<file path="src/rtl/sha3_stream_arbiter.sv">
// Round-robin AXI-Stream arbiter sharing one SHA3 core between NUM_REQ message sources.
// Optional digest watchdog is enabled by defining SHA3_ARB_TIMEOUT_EN.
module sha3_stream_arbiter #(
    parameter int DATA_WIDTH     = 16,
    parameter int NUM_REQ        = 4,
    parameter int IDX_W          = $clog2(NUM_REQ),
    parameter int TIMEOUT_CYCLES = 4096
) (
    input  logic                          ACLK,
    input  logic                          ARESETn,
    input  logic [NUM_REQ*DATA_WIDTH-1:0] s_tdata,
    input  logic [NUM_REQ*2-1:0]          s_tuser,
    input  logic [NUM_REQ-1:0]            s_tvalid,
    input  logic [NUM_REQ-1:0]            s_tlast,
    output logic [NUM_REQ-1:0]            s_tready,
    output logic [DATA_WIDTH-1:0]         m_tdata,
    output logic [1:0]                    m_tuser,
    output logic                          m_tvalid,
    output logic                          m_tlast,
    input  logic                          m_tready,
    input  logic [DATA_WIDTH-1:0]         r_tdata,
    input  logic                          r_tvalid,
    input  logic                          r_tlast,
    output logic                          r_tready,
    output logic [DATA_WIDTH-1:0]         d_tdata,
    output logic [IDX_W-1:0]              d_tdest,
    output logic                          d_tvalid,
    output logic                          d_tlast,
    input  logic                          d_tready,
    output logic                          busy,
    output logic                          err
);

    typedef enum logic [1:0] {
        IDLE   = 2'd0,
        FWD    = 2'd1,
        DIGEST = 2'd2
    } state_t;

    state_t           state, state_nxt;
    logic [IDX_W-1:0] grant, grant_nxt;
    logic [IDX_W-1:0] last_grant, last_grant_nxt;
    logic [IDX_W-1:0] rr_pick;
    logic             rr_found;
    logic             m_xfer;
    logic             d_xfer;
    logic             timeout;

    assign m_xfer = s_tvalid[grant] & m_tready;
    assign d_xfer = r_tvalid & d_tready;

    // Scan starts one past the previous winner so a waiting port is never skipped.
    always_comb begin : rr_scan
        int idx;
        // NOTE: every combinational output gets a default first so no latch is inferred.
        rr_found = 1'b0;
        rr_pick  = '0;
        idx      = 0;
        for (int i = 1; i <= NUM_REQ; i++) begin
            idx = int'(last_grant) + i;
            if (idx >= NUM_REQ) idx = idx - NUM_REQ;
            if (!rr_found && s_tvalid[IDX_W'(idx)]) begin
                rr_found = 1'b1;
                rr_pick  = IDX_W'(idx);
            end
        end
    end

    always_comb begin
        state_nxt      = state;
        grant_nxt      = grant;
        last_grant_nxt = last_grant;
        case (state)
            IDLE: begin
                if (rr_found) begin
                    grant_nxt      = rr_pick;
                    last_grant_nxt = rr_pick;
                    state_nxt      = FWD;
                end
            end
            FWD: begin
                if (m_xfer && s_tlast[grant]) state_nxt = DIGEST;
            end
            DIGEST: begin
                if (d_xfer && r_tlast) state_nxt = IDLE;
                else if (timeout)      state_nxt = IDLE;
            end
            default: state_nxt = IDLE;
        endcase
    end

    always_ff @(posedge ACLK) begin
        // NOTE: sequential state uses non-blocking assignments so all registers update together.
        if (!ARESETn) begin
            state      <= IDLE;
            grant      <= '0;
            last_grant <= IDX_W'(NUM_REQ - 1);
        end else begin
            state      <= state_nxt;
            grant      <= grant_nxt;
            last_grant <= last_grant_nxt;
        end
    end

`ifdef SHA3_ARB_TIMEOUT_EN
    localparam int CNT_W = $clog2(TIMEOUT_CYCLES + 1);

    logic [CNT_W-1:0] wd_cnt;
    logic             err_q;

    // Fires on the last silent DIGEST cycle, so the grant is dropped after exactly TIMEOUT_CYCLES.
    assign timeout = (state == DIGEST) && !d_xfer && (wd_cnt == CNT_W'(TIMEOUT_CYCLES - 1));

    always_ff @(posedge ACLK) begin
        if (!ARESETn) begin
            wd_cnt <= '0;
            err_q  <= 1'b0;
        end else begin
            if (state != DIGEST || d_xfer) wd_cnt <= '0;
            else                           wd_cnt <= wd_cnt + CNT_W'(1);
            if (timeout) err_q <= 1'b1;
        end
    end

    assign err = err_q;
`else
    assign timeout = 1'b0;
    assign err     = 1'b0;
`endif

    // Data paths are purely combinational; outside the owning state everything reads zero.
    always_comb begin
        s_tready = '0;
        m_tdata  = '0;
        m_tuser  = '0;
        m_tvalid = 1'b0;
        m_tlast  = 1'b0;
        r_tready = 1'b0;
        d_tdata  = '0;
        d_tdest  = '0;
        d_tvalid = 1'b0;
        d_tlast  = 1'b0;
        case (state)
            FWD: begin
                s_tready[grant] = m_tready;
                m_tdata  = s_tdata[int'(grant)*DATA_WIDTH +: DATA_WIDTH];
                m_tuser  = s_tuser[int'(grant)*2 +: 2];
                m_tvalid = s_tvalid[grant];
                m_tlast  = s_tlast[grant];
            end
            DIGEST: begin
                r_tready = d_tready;
                d_tdata  = r_tdata;
                d_tdest  = grant;
                d_tvalid = r_tvalid;
                d_tlast  = r_tlast;
            end
            default: ;
        endcase
    end

    assign busy = (state != IDLE);

endmodule

</file>
<file path="config.mk">
export PLATFORM = sky130hd
export DESIGN_NAME = sha3_stream_arbiter
export DESIGN_NICKNAME = d
export VERILOG_FILES = /design/src/rtl/sha3_stream_arbiter.sv
export SDC_FILE = /design/constraint.sdc
export NUM_CORES = 1
export LEC_CHECK = 0
export BUFFER_PORTS_ARGS = -buffer_cell sky130_fd_sc_hd__buf_2
export CAP_MARGIN = 5
export CORE_UTILIZATION = 30
export CTS_CLUSTER_DIAMETER = 200
export DETAILED_ROUTE_END_ITERATION = 8
export PLACE_DENSITY = 0.77
export SLEW_MARGIN = 30
export SYNTH_ARGS = -nofsm -noshare
export SYNTH_HDL_FRONTEND = slang
export SYNTH_SLANG_ARGS = --single-unit
export TNS_END_PERCENT = 20
</file>
<file path="constraint.sdc">
create_clock -name ACLK -period 1.8 [get_ports ACLK]
set_input_delay 0.18 -clock ACLK [delete_from_list [all_inputs] [get_ports ACLK]]
set_output_delay 0.18 -clock ACLK [all_outputs]
set_load 0.02 [all_outputs]
</file>
### Word-level counts from Yosys, hierarchy flattened

Index checks and enable logic that the tools add are counted.

| storage, ports and cells | value |
|---|---|
| input bits | 102 |
| register bits | 6 |
| logic and storage cells | 88 |
| output and inout bits | 47 |

| operators by class | value |
|---|---|
| order comparisons | 10 |
| bitwise operators | 3 |
| shift-type cells | 2 |
| equal/unequal tests | 5 |
| reductions and logical operators | 13 |
| muxes and demuxes | 44 |
| add/subtract/negate cells | 8 |

Operators with widths:

| cell | number |
|---|---|
| indexed part select 64 x 7 -> 16 bit | 1 |
| two-way mux 16 bit | 2 |
| two-way mux 2 bit | 13 |
| two-way mux 1 bit | 20 |
| < comparator 2 x 4 -> 1 bit (second input constant) | 4 |
| binary-select mux 1 bit (select 2 bit) | 6 |
| >= comparator 3 bit (second input constant) | 3 |
| indexed part select 8 x 4 -> 2 bit | 1 |
| subtractor 2 x 1 -> 2 bit (second input constant) | 4 |
| adder 2 x 2 -> 3 bit (second input constant) | 2 |
| logical AND 1 bit | 6 |
| inequality test 2 bit (second input constant) | 3 |
| case mux 2 bit (3 select lines) | 1 |
| adder 2 x 3 -> 4 bit (second input constant) | 1 |
| bitwise AND 4 bit | 1 |
| >= comparator 4 x 3 -> 1 bit (second input constant) | 1 |
| two-way mux 4 bit | 1 |
| adder 2 x 1 -> 3 bit (second input constant) | 1 |
| logical NOT 1 bit | 3 |
| < comparator 2 x 3 -> 1 bit (second input constant) | 1 |
| AND reduction 3 bit | 1 |
| bitwise AND 1 bit | 2 |
| demux 1 bit (select 2 bit) | 1 |
| == test 2 x 1 -> 1 bit (second input constant) | 1 |
| other kinds (5) | 5 |

### Logic depth before layout (Yosys ltp)

Gate-level depths: netlist of the first run.

| logic depth | value |
|---|---|
| depth after elaboration | 18 |
| mapped depth | 4 |
| gate-level depth less buffers | 4 |

### Worst setup path after synthesis of the first run

OpenSTA, ideal clock, no wires.

| timing | value |
|---|---|
| path type | flip-flop to output port |
| from | register grant[0] |
| to | output m_tdata[10] |
| buffers on the path | 2 |
| setup slack | 0.319 ns |
| stages on the path, launching flop included | 5 |
| data arrival time | 1.301 ns |
| data required time | 1.620 ns |
| cell sequence | dfxtp_1 -> buf_6 -> buf_12 -> mux4_2 -> and2_1 |

| on the way | value |
|---|---|
| longest elaborated chain between the ends | 2 |

Ends and longest elaborated chain:

| element | RTL line | RTL |
|---|---|---|
| from (decl) | 41 | `logic [IDX_W-1:0] grant, grant_nxt;` |
| from (signal assigned) | 100 | `grant <= grant_nxt;` |
| indexed part select 64 x 7 -> 16 bit | 146 | `m_tdata = s_tdata[int'(grant)*DATA_WIDTH +: DATA_WIDTH];` |
| two-way mux 16 bit | 143 | `case (state)` |
| to (decl) | 16 | `output logic [DATA_WIDTH-1:0] m_tdata,` |

Every way passes these cells.

### Final worst setup path of the first run

| timing | value |
|---|---|
| from | register grant[0] |
| to | output m_tlast |

| on the way | value |
|---|---|
| longest elaborated chain between the ends | 3 |

Ends and longest elaborated chain:

| element | RTL line | RTL |
|---|---|---|
| binary-select mux 1 bit (select 2 bit) | 149 | `m_tlast = s_tlast[grant];` |
| two-way mux 1 bit (implied by the code) | 149 |  |
| two-way mux 1 bit | 143 |  |
| to (decl) | 19 | `output logic m_tlast,` |

Every way passes these cells. The select of a mux whose other input is x is not followed.

==> out/results.txt, run 1 <==
The flow ran to the end, and the final reports show no timing, DRC or antenna violations. The post-synthesis share of cell area spent on xor and xnor gates came out at 0. The number of H-tree levels is 1, and the number of filler cells placed in the layout is 338. Share of post-route cells with drive strength above 1: 0.679. The async set-or-reset flop fraction in the synthesized netlist is 0, and the number of buffers and inverters on the critical path is 2. In this run the remaining antenna-violating nets after routing total 0. Counting instances, the worst hold path has a depth of 2. In this run the clock root is driven by a sky130_fd_sc_hd__clkbuf_8.

The critical path start-end classification was reg2out. Clock skew on the completed layout was measured at 0.00121 ns. The first global-routing pass estimated 6.09 mm of wire. For the placeable core region, the log shows 3470 um^2. The synthesized netlist contains 29 unique library cells. The run gives 4020 um^2 as the full die area. In this run the cell area measured after placement is 1910 um^2. For the via count of the first global-routing pass, the log shows 1471.

The total number of clock tree sinks came out at 6. Power spread over the standard cell area amounts to 550 nW/um^2. The clock buffer count from CTS is 3. Synthesis produced 116 cells. For this run, the slowest stage of the critical path takes 0.53 ns.

The multiplexer share of the synthesized area was 0.405. Across all layers, the routed design uses 1500 vias. The setup slack after layout was 0.0316 ns; the worst-case hold slack was 0.177 ns.

Setup violations remaining at the end of the flow were counted as 0. TritonCTS built the clock tree. Die height: 63.4 um. In this run the most critical hold path is launched from ARESETn.

The final routed wire length divided by cell count works out to 12.4 um. Main flop type after synthesis: sky130_fd_sc_hd__dfxtp_1. The finished layout holds 311 standard cells, fillers aside.

During synthesis, Yosys emitted a total of 0 warnings. The detailed router finished its first iteration with 36 violations. The largest vdd supply drop is 243 uV, and the final standard cell utilization of the core is 0.575. The critical path launch point is grant[0]. The synthesized-area fraction occupied by ao, oa, aoi and oai cells is 0.0730, and the largest net degree at the start of global routing is 23.

The net count after synthesis was 218; the required arrival time at the worst endpoint was 1.62 ns. Synthesis inferred 6 register bits. The sink of the worst hold path was last_grant[1]. The data arrival time at the worst-slack endpoint was 1.59 ns. The overflow left after global routing is 0, and the number of hold-repair buffers added at the cts stage is 0. Buffer depth of the longest clock path: 2. A synthesized cell averages 9.75 um^2. In this design, the largest share of critical-path delay is due to multiplexers. The arithmetic-cell share of the synthesized area counting full adders, half adders and majority gates works out to 0. Among all stages on the critical path, the largest delay is contributed by sky130_fd_sc_hd__mux4_2.

The tools report the number of endpoints with negative hold slack in the final report as 0. The relative area change from synthesis to final layout was 76.3%; the maximum fanout encountered on the critical timing path was 8. The type of the tightest min-delay check was in2reg. Routability-driven placement finished with a final weighted congestion of 0.781. The setup TNS was 0 ns. Path length in cells of the critical path: 4. The tools report the post-route total power as 1.10 mW. The die span in x is 63.4 um. The count of flip-flops with a built-in enable after synthesis is 0, and the total number of placement rows is 21. The tool flagged a number of max-cap violations equal to 0. The number of ports placed on the die boundary is 149, and the count of inserted antenna diode cells is 0.

The finished layout cell area is 1990 um^2. DRC violation count after routing: 0. In this run the register-to-register setup slack is 0.35 ns. The worst register-to-register path ends at state[0]. Period utilization: 0.982. The fraction of the mapped netlist area in simple logic gates is 0.329, and the number of nets in the layout is 369. For the placed wire-length estimate, the log shows 3.31 mm. By area, the combinational part of the netlist is dominated by multiplexers. The run gives 0.22 ns as the clock network latency to the later pin of the worst-skew pair.

In the routed layout, each cell is associated on average with a via count of 4.82. The minimum period implied by the final worst setup slack works out to 1.77 ns. Initial cell density of the core: 0.326. The combined global-route utilization of all metal layers is 0.189.

Setup repair after global routing could not meet its margin everywhere. The leakage power total is 1.09 nW, and the highest achievable clock rate is 565 MHz. The logs give 0.106 for the sequential share of the synthesized area and 305 for the count of placed standard cells including taps. The startpoint identified for the worst register-to-register timing path is grant[0].

The critical path goes through buf_12 > mux4_2 > and2_1 > buf_2. After clock tree synthesis, the clock-pin slew on the worst setup and hold paths is 0.04 ns. The count of buffers added on input and output ports is 147. For the worst flop-to-flop path, the logic depth is 4.

The cell area that synthesis handed to floorplanning was 1130 um^2. Wires add up to 3.86 mm. The tools report the critical path launch point type as a flop.

Max-slew violation total from the final report: 0. The logs give 4 for the count of TritonRoute iterations in the first routing pass and 0 for the initial antenna violation count. Kind of capture point of the worst setup path: a primary output. OpenSTA, run right after detailed placement, puts the worst setup slack at 0.201 ns.
==> where the power goes <==
part | switching [mW] | internal (mW) | total, mW
combinational | 0.333 | 0.393 | 0.726
sequential | 0.0203 | 0.154 | 0.174
clock | 0.0544 | 0.143 | 0.198
==> state kept, by name, summed over array words and instances, names as in the netlist <==
| register | flops |
|---|---|
| grant | 2 |
| last_grant | 2 |
| state | 2 |
==> synthesized netlist by cell type (all sizes together), types with 2 or more instances <==
cell,count,area (um^2)
a21boi,2,15.0
and2,41,257
buf,7,65.1
clkbuf,4,15.0
dfxtp,6,120
inv,4,15.0
mux4,20,458
nand2,4,15.0
nand3,2,10.0
nor2,3,11.3
nor2b,3,18.8
nor3,2,10.0
nor3b,2,15.0
o21ai,4,20.0
o221ai,2,17.5
==> layout by cell type, fill, tap and decap left out, drive strengths merged, types with 2 or more instances in the layout <==
| cell | count |
|---|---|
| buf | 156 |
| and2 | 41 |
| mux4 | 20 |
| dfxtp | 6 |
| inv | 4 |
| nand2 | 4 |
| o21ai | 4 |
| clkbuf | 4 |
| nor2 | 3 |
| nor2b | 3 |
| nor3b | 2 |
| nor3 | 2 |
| o221ai | 2 |
| nand3 | 2 |
| a21boi | 2 |
==> kinds of logic (layout without fill, tap and decap cells) <==
logic type             Yosys count  in the layout
buffers and inverters           15            164
flip-flops                       6              6
AO/OA/AOI/OAI                   12             12
AND/OR/NAND/NOR                 62             62
other                            1              1
multiplexers                    20             20
==> area by class of cell <==
type	instances	area (um^2)	area share
tap	46	57.6	0.0289
clock buffer	3	41.3	0.0207
sequential	6	124	0.0621
multi-input combinational	95	912	0.457
timing repair buffer	157	845	0.423
inverter	4	15.0	0.00753
==> worst max path at each step <==
stage / endpoint / slack [ns]
final: m_tlast / 0.03
after global routing: m_tlast / -0.03
after CTS: m_tvalid / 0.008
after detailed placement: m_tvalid / 0.20
after global placement: m_tdata[1] / 0.21
after floorplan: m_tdata[10] / 0.32
==> per-layer routing <==
layer | wire [um] | vias up | global-route usage
li1 | - | 727 | -
met1 | 1400 | 678 | 0.192
met2 | 2040 | 91 | 0.375
met3 | 365 | 4 | 0.0254
met4 | 57 | 0 | 0.0824
met5 | 0 | - | 0
==> worst register-to-register path: stages (launching register included) <==
cell and delay, ns:
sky130_fd_sc_hd__dfxtp_4 0.37, sky130_fd_sc_hd__buf_12 0.14, sky130_fd_sc_hd__mux4_2 0.52, sky130_fd_sc_hd__buf_4 0.15, sky130_fd_sc_hd__a41oi_1 0.19
==> repair_timing <==
item / in CTS / in global routing
gates resized for setup: 1 / 3
setup endpoints to repair: 13 / 12
buffers inserted: 1 / 1
gates cloned: 0 / 1
pin swaps: 0 / 0
hold endpoints to repair: 0 / 0
No activity file was read; power rests on OpenSTA's default activity.
==> run 2, diff against run 1 <==
CORE_UTILIZATION = 32   (was 30)
PLACE_DENSITY = 0.82   (was 0.77)
==> run 2 against run 1 <==
Routed wire length rose by 1.5%. Worst setup slack improved by 0.0029 ns. Worst hold slack got worse by 0.022 ns. Combinational power rose by 22%. Critical path depth did not move. Sequential share of layout area fell by 0.47 points. Flip-flop and latch count did not move. Core utilization rose by 6.7 points. Final cell count rose by 0.96%. Die area fell by 6.1%. Critical path type unchanged. Critical endpoint is now m_tdata[2]. Largest power group unchanged. Highest routed layer unchanged.
==> out/results.txt, run 2 (synthesis gave the netlist of run 1 again) <==
Setup repair after global routing could not meet its margin everywhere. The post-route total power was 1.19 mW. The full die area is 3780 um^2. For the final database, setup skew stands at 0.00663 ns. For the number of ports placed on the die boundary, the log shows 149. The largest vdd supply drop was 404 uV. Timing would allow up to 566 MHz.

The leakage power total was 1.15 nW; the combined global-route utilization of all metal layers was 0.191. Across all hold checks on the routed design, the worst slack comes to 0.156 ns. The relative contribution of the clock network to total power was 0.106; the max-slew violation total from the final report was 0. Summed over all nets, the half-perimeter wirelength after detailed placement is 3.16 mm.

The total area of sequential cells was 124 um^2; the relative area change from synthesis to final layout was 90.9%. Dividing the detail-routed wire length by the instance count gives 12.5 um. In this run the worst hold path is classified as in2reg.

The sequential share of power was 0.150; the total area of multi-input combinational cells was 948 um^2. The quantity of I/O buffers inserted on ports was 147; the number of nets in the layout was 372. After clock tree synthesis, the clock-pin slew on the worst setup and hold paths is 0.05 ns. Setup violations remaining at the end of the flow were counted as 0. The count of TritonRoute iterations in the first routing pass came out at 4.

Buffers inserted to repair hold after CTS numbered 0. For the number of H-tree levels, the log shows 1. 0 antenna diodes ended up in the layout.

At the end of routability-driven placement, the weighted congestion stood at 0.789. On the worst path, the slowest cell contributes a delay of 0.47 ns. The number of filler cells placed in the layout is 324. Among all stages on the critical path, the largest delay is contributed by sky130_fd_sc_hd__mux4_2. Most common cell after layout, fill and taps aside: sky130_fd_sc_hd__buf_2. The run gives 1.62 ns as the required arrival time at the worst endpoint. The tools report the DRC violation count after routing as 0.

For the via count of the first global-routing pass, the log shows 1296. The data arrival time at the worst-slack endpoint was 1.59 ns; the overflow left after global routing was 0. The via total after detailed routing came out at 1511.

The placeable core region is 3360 um^2, and the final routed wirelength across all metal layers is 3.92 mm. In the layout the commonest cells are sky130_fd_sc_hd__buf_2, sky130_fd_sc_hd__and2_1, sky130_fd_sc_hd__mux4_2. The setup TNS is 0 ns. Switching share of power: 0.365. The run gives 5.35 mm as the first-pass GRT wire length.

The logs give 0 for the number of routed nets with antenna violations and 3 for the clock buffer count from CTS. Entering global routing, the biggest net connects 23 pins. Of all nets on the critical path, the largest fanout is 4. STA classifies the critical path startpoint as a flop. The period utilization works out to 0.981. The signal on the critical path passes through clkbuf_16 > mux4_2 > and2_1 > buf_2. The number of endpoints with negative hold slack in the final report came out at 0. The final standard cell utilization of the core is 0.642, and the power density of the placed cells is 551 nW/um^2. The run gives 0.744 as the combinational share of power. The run finished with clean final reports.

Clock latency on the worst-skew pair, taken at its later pin, is 0.25 ns. The floorplan has 21 rows. The tools report the initial antenna violation count as 0. The kind of capture point of the worst setup path is a primary output. The critical path start-end classification was reg2out. The initial cell density of the core is 0.336. TritonCTS built the clock tree.

The buffer depth of the longest clock path is 2, and the die span in x is 61.5 um. The clock net in this run drives a total of 6 sinks. In the final layout, the registers with the most flip-flops are grant (2), last_grant (2), state (2).

The die is 61.5 um tall. The tool flagged a number of max-cap violations equal to 0. The via density per instance was 4.81; the internal power consumption was 755 uW.

The power spent charging and discharging nets is 434 uW. The number of design-rule violations left by the first detailed-router iteration is 48, and the minimum period implied by the final worst setup slack is 1.77 ns. The tree is rooted in a sky130_fd_sc_hd__clkbuf_4. The share of post-route cells with drive strength above 1 is 0.746.
[run 2: cell types whose count changed in the layout (fill, tap and decap cells not counted), moves of 3 or more]
cell / before / now
sky130_fd_sc_hd__and2_1: 41 / 25
sky130_fd_sc_hd__and2_4: 0 / 16
sky130_fd_sc_hd__buf_2: 147 / 130
sky130_fd_sc_hd__buf_4: 7 / 11
sky130_fd_sc_hd__buf_6: 1 / 15
sky130_fd_sc_hd__clkbuf_4: 0 / 3
sky130_fd_sc_hd__clkbuf_8: 3 / 0
[run 2: repair_timing]
item,4_1_cts,5_1_grt
setup buffers,2,2
endpoints found under the setup margin,20,16
pin swaps,0,16
gates cloned,0,2
resized for setup,2,50
[run 2: critical path, delay by kind of cell (launching register included)]
family,cells,cell delay [ns]
and+or+nand+nor,1,0.16
muxes,1,0.47
DFF,1,0.40
buffers and inverters,2,0.31
[run 2: worst paths after layout]
path	endpoint	start	cells past startpoint	slack, ns
max	m_tdata[2]	grant[0]	4	0.03
min	last_grant[1]	ARESETn	2	0.16
max reg2reg	state[1]	grant[0]	6	0.21
min reg2reg	last_grant[1]	last_grant[1]	2	0.53
[run 2: layout make-up]
class,count,area share
multi-input cells,95,0.439
repair buffers,160,0.459
inverters,4,0.00695
well taps,46,0.0267
clock buffers,3,0.0104
flip-flops and latches,6,0.0574
[run 2: metrics by stage]
stage / std cells / setup WS [ns] / cell area [um^2]
finish: 314 / 0.0345 / 2160
global route: 314 / -0.0196 / 2160
CTS: 310 / 0.00208 / 1960
detailed placement: 305 / 0.163 / 1920
global placement: 305 / 0.202 / 1920
floorplan: 116 / 0.319 / 1130
[run 2: routing by layer]
layer	vias up	part of all wire	track usage
met5	-	0	0
met1	699	0.36	0.198
li1	734	-	-
met2	76	0.57	0.391
met4	0	0.0036	0.0698
met3	2	0.060	0.0168
[run 2: power by group through the flow]
| stage | Sequential, mW | Combinational (mW) | Clock [mW] |
|---|---|---|---|
| 2_1_floorplan | 0.164 | 0.472 | 0 |
| 3_3_place_gp | 0.173 | 0.694 | 0 |
| 5_1_grt | 0.181 | 0.955 | 0.138 |
| 3_5_place_dp | 0.173 | 0.707 | 0 |
| 4_1_cts | 0.172 | 0.720 | 0.131 |
| 6_report | 0.178 | 0.885 | 0.127 |
==> run 3, diff against run 2 <==
PLACE_DENSITY = 0.86   (was 0.82)
==> run 3 against run 2 <==
The flow now finishes with violations (setup timing). Core utilization down 0.33 points. Sequential share of layout area about the same. Critical path depth unchanged. Combinational power about the same. Register-to-register slack better by 0.18 ns. Critical path type unchanged. Critical endpoint is now m_tdata[0]. Largest cell class unchanged. Largest power group unchanged.
==> out/results.txt, run 3 (synthesis gave the netlist of run 1 again) <==
The run finished, with violations left. The final reports fail on setup timing. The path class of the tightest hold or removal check is in2reg.

The full die area was 3780 um^2; the quantity of I/O buffers inserted on ports was 147. The final layout contains routed wiring with a total length of 4.27 mm. The share of post-route cells with drive strength above 1 was 0.743; the DRC violation count after routing was 0. The critical path in this run is classified as reg2out.

The die height is 61.5 um, and the die span in x is 61.5 um. TritonCTS built the clock tree. The tools report the initial antenna violation count as 0. The number of clock buffers added by TritonCTS is 3. The final count of negative-setup-slack endpoints came out at 5.

The tools report the via total after detailed routing as 1552. The run gives -0.0148 ns as the setup slack after layout. The clock-pin transition on the worst setup and hold timing paths is 0.05 ns, and the overflow left after global routing is 0. The placed wire-length estimate is 3.39 mm. The final routed wire length divided by cell count works out to 13.7 um.

The maximum fanout encountered on the critical timing path is 7. STA classifies the critical path endpoint as a primary output. In this run the static leakage power is 1.14 nW. The library cell used most frequently in the layout, excluding fill and tap cells, is sky130_fd_sc_hd__buf_2. The clock reaches the later pin of the worst-skew pair after 0.25 ns. Initial cell density of the core: 0.336. The required arrival time at the worst endpoint is 1.62 ns. The setup TNS is -0.0494 ns, and the relative area change from synthesis to final layout is 89.9%.

Derived from the worst setup path, the maximum achievable clock frequency is 551 MHz. The start of the worst register-to-register path was grant[0]. The run gives 354 uV as the largest vdd supply drop. Critical path launch point type: a flop.

The highest metal layer carrying signal wires in the routed design is met4. The end of the critical path was m_tdata[0]. The largest registers in the layout are grant (2), last_grant (2), state (2).

The number of cells on the worst reg-to-reg path is 4. For this block, wires on met1 add up to 1.60 mm. The power density of the placed cells works out to 556 nW/um^2.

The first-pass GRT wire length was 5.58 mm. Clock tree synthesis selected as its root buffer the cell sky130_fd_sc_hd__clkbuf_4. Summed over all nets, wire length on met3 after detailed routing comes to 318 um. The tool flagged a number of max-cap violations equal to 0.

Entering global routing, the biggest net connects 23 pins. For the count of inserted antenna diode cells, the log shows 0. In this run the core area contains 21 standard-cell rows. The longest clock path from root to sink contains 2 buffers.

The worst register-to-register path ends at state[1]. The largest stage delay on the critical path was 0.50 ns; the final worst clock skew was 0.00313 ns. Kind of cell with the highest combined delay on the critical path: multiplexers.

Once detail routing completed, the nets flagged for antenna violations numbered 0. The multi-input combinational cells in the finished layout cover a total of 955 um^2. The logs give 0.154 ns for the worst-case hold slack and 0.39 ns for the internal reg-to-reg setup slack. Detailed routing placed a total of 2.23 mm of wire on met2.

The number of standard cells in the layout, taps in and fillers out is 311. The number of H-tree levels is 1, and the final standard cell utilization of the core is 0.639. The tools report the number of endpoints with negative hold slack in the final report as 0. The placed instances occupy a cell area of 1910 um^2.

For this design, the sink count on the clock tree is 6. The top cell types in the final layout, fill and taps aside, are sky130_fd_sc_hd__buf_2, sky130_fd_sc_hd__and2_1, sky130_fd_sc_hd__mux4_2. Setup repair after global routing could not meet its margin everywhere. Once placement completed, the tool counted placed cells totaling 305. The core region is 3360 um^2. Data arrives at the worst endpoint at 1.63 ns. The first routing iteration left 33 violations.

Counting I/O delays and the setup requirement, the final critical path takes 1.81 ns. Tracing the worst setup path back leads to its startpoint at grant[0]. Walking the worst path, the cells encountered are buf_16 > mux4_2 > and2_1 > buf_2. The critical path crosses 4 cells after its start point. For the weighted congestion at the end of routability-driven global placement, the log shows 0.830.

The period utilization came out at 1.01. The total area of sequential cells came out at 124 um^2. The number of hold-repair buffers added at the cts stage was 0; the via density per instance was 4.99. On the critical path, the stage with the largest delay is an instance of sky130_fd_sc_hd__mux4_2.

For the combined global-route utilization of all metal layers, the log shows 0.204. The max-slew violation total from the final report was 0; the number of ports placed on the die boundary was 149. The via count of the first global-routing pass was 1306; the number of nets in the layout was 369. The number of buffers and inverters on the critical path was 2.

The finished layout cell area came out at 2150 um^2. The filler cells instantiated in the layout total 289. The count of TritonRoute iterations in the first routing pass is 4.
[run 3: final cells by class]
class | instances | share of cell area
Timing Repair Buffer | 157 | 0.454
Clock buffer | 3 | 0.0105
Sequential cell | 6 | 0.0577
Multi-Input combinational cell | 95 | 0.444
Tap cell | 46 | 0.0268
Inverter | 4 | 0.00699
[run 3: layer usage]
metal	global-route usage	vias up
met5	0	-
met4	0.0857	0
met3	0.0273	13
met2	0.390	97
met1	0.224	716
li1	-	726
[run 3: where the power goes]
group	leakage [nW]	switching [mW]	internal (mW)
Combinational	1.07	0.371	0.516
Clock	0.0138	0.0539	0.0758
Sequential	0.0503	0.0258	0.153
Total	1.14	0.451	0.745
[run 3: through the flow]
step / total power [mW] / setup WS, ns
floorplan: 0.636 / 0.319
global placement: 0.856 / 0.213
detailed placement: 0.872 / 0.191
CTS: 1.03 / -0.0367
global route: 1.27 / -0.0504
finish: 1.20 / -0.0148
[run 3: repair_timing]
| item | in CTS | in global routing |
|---|---|---|
| endpoints found under the setup margin | 20 | 19 |
| resized for setup | 4 | 53 |
| buffers inserted | 0 | 1 |
| gates cloned | 1 | 1 |
| pin swaps | 0 | 16 |
[run 3: worst min-delay path by stage]
| stage | start | to | slack, ns | cells after the start |
|---|---|---|---|---|
| floorplan | ARESETn | last_grant[1] | 0.25 | 1 |
| global placement | ARESETn | last_grant[0] | 0.41 | 2 |
| detailed placement | ARESETn | last_grant[1] | 0.41 | 2 |
| CTS | ARESETn | last_grant[0] | 0.15 | 2 |
| global route | ARESETn | last_grant[1] | 0.16 | 2 |
| finish | ARESETn | last_grant[0] | 0.15 | 2 |
[run 3: worst reg2reg max path: stages, from the launching register on]
cell	delay, ns
sky130_fd_sc_hd__dfxtp_4	0.41
sky130_fd_sc_hd__buf_12	0.14
sky130_fd_sc_hd__mux4_2	0.54
sky130_fd_sc_hd__nand4_1	0.12
sky130_fd_sc_hd__a21boi_0	0.08
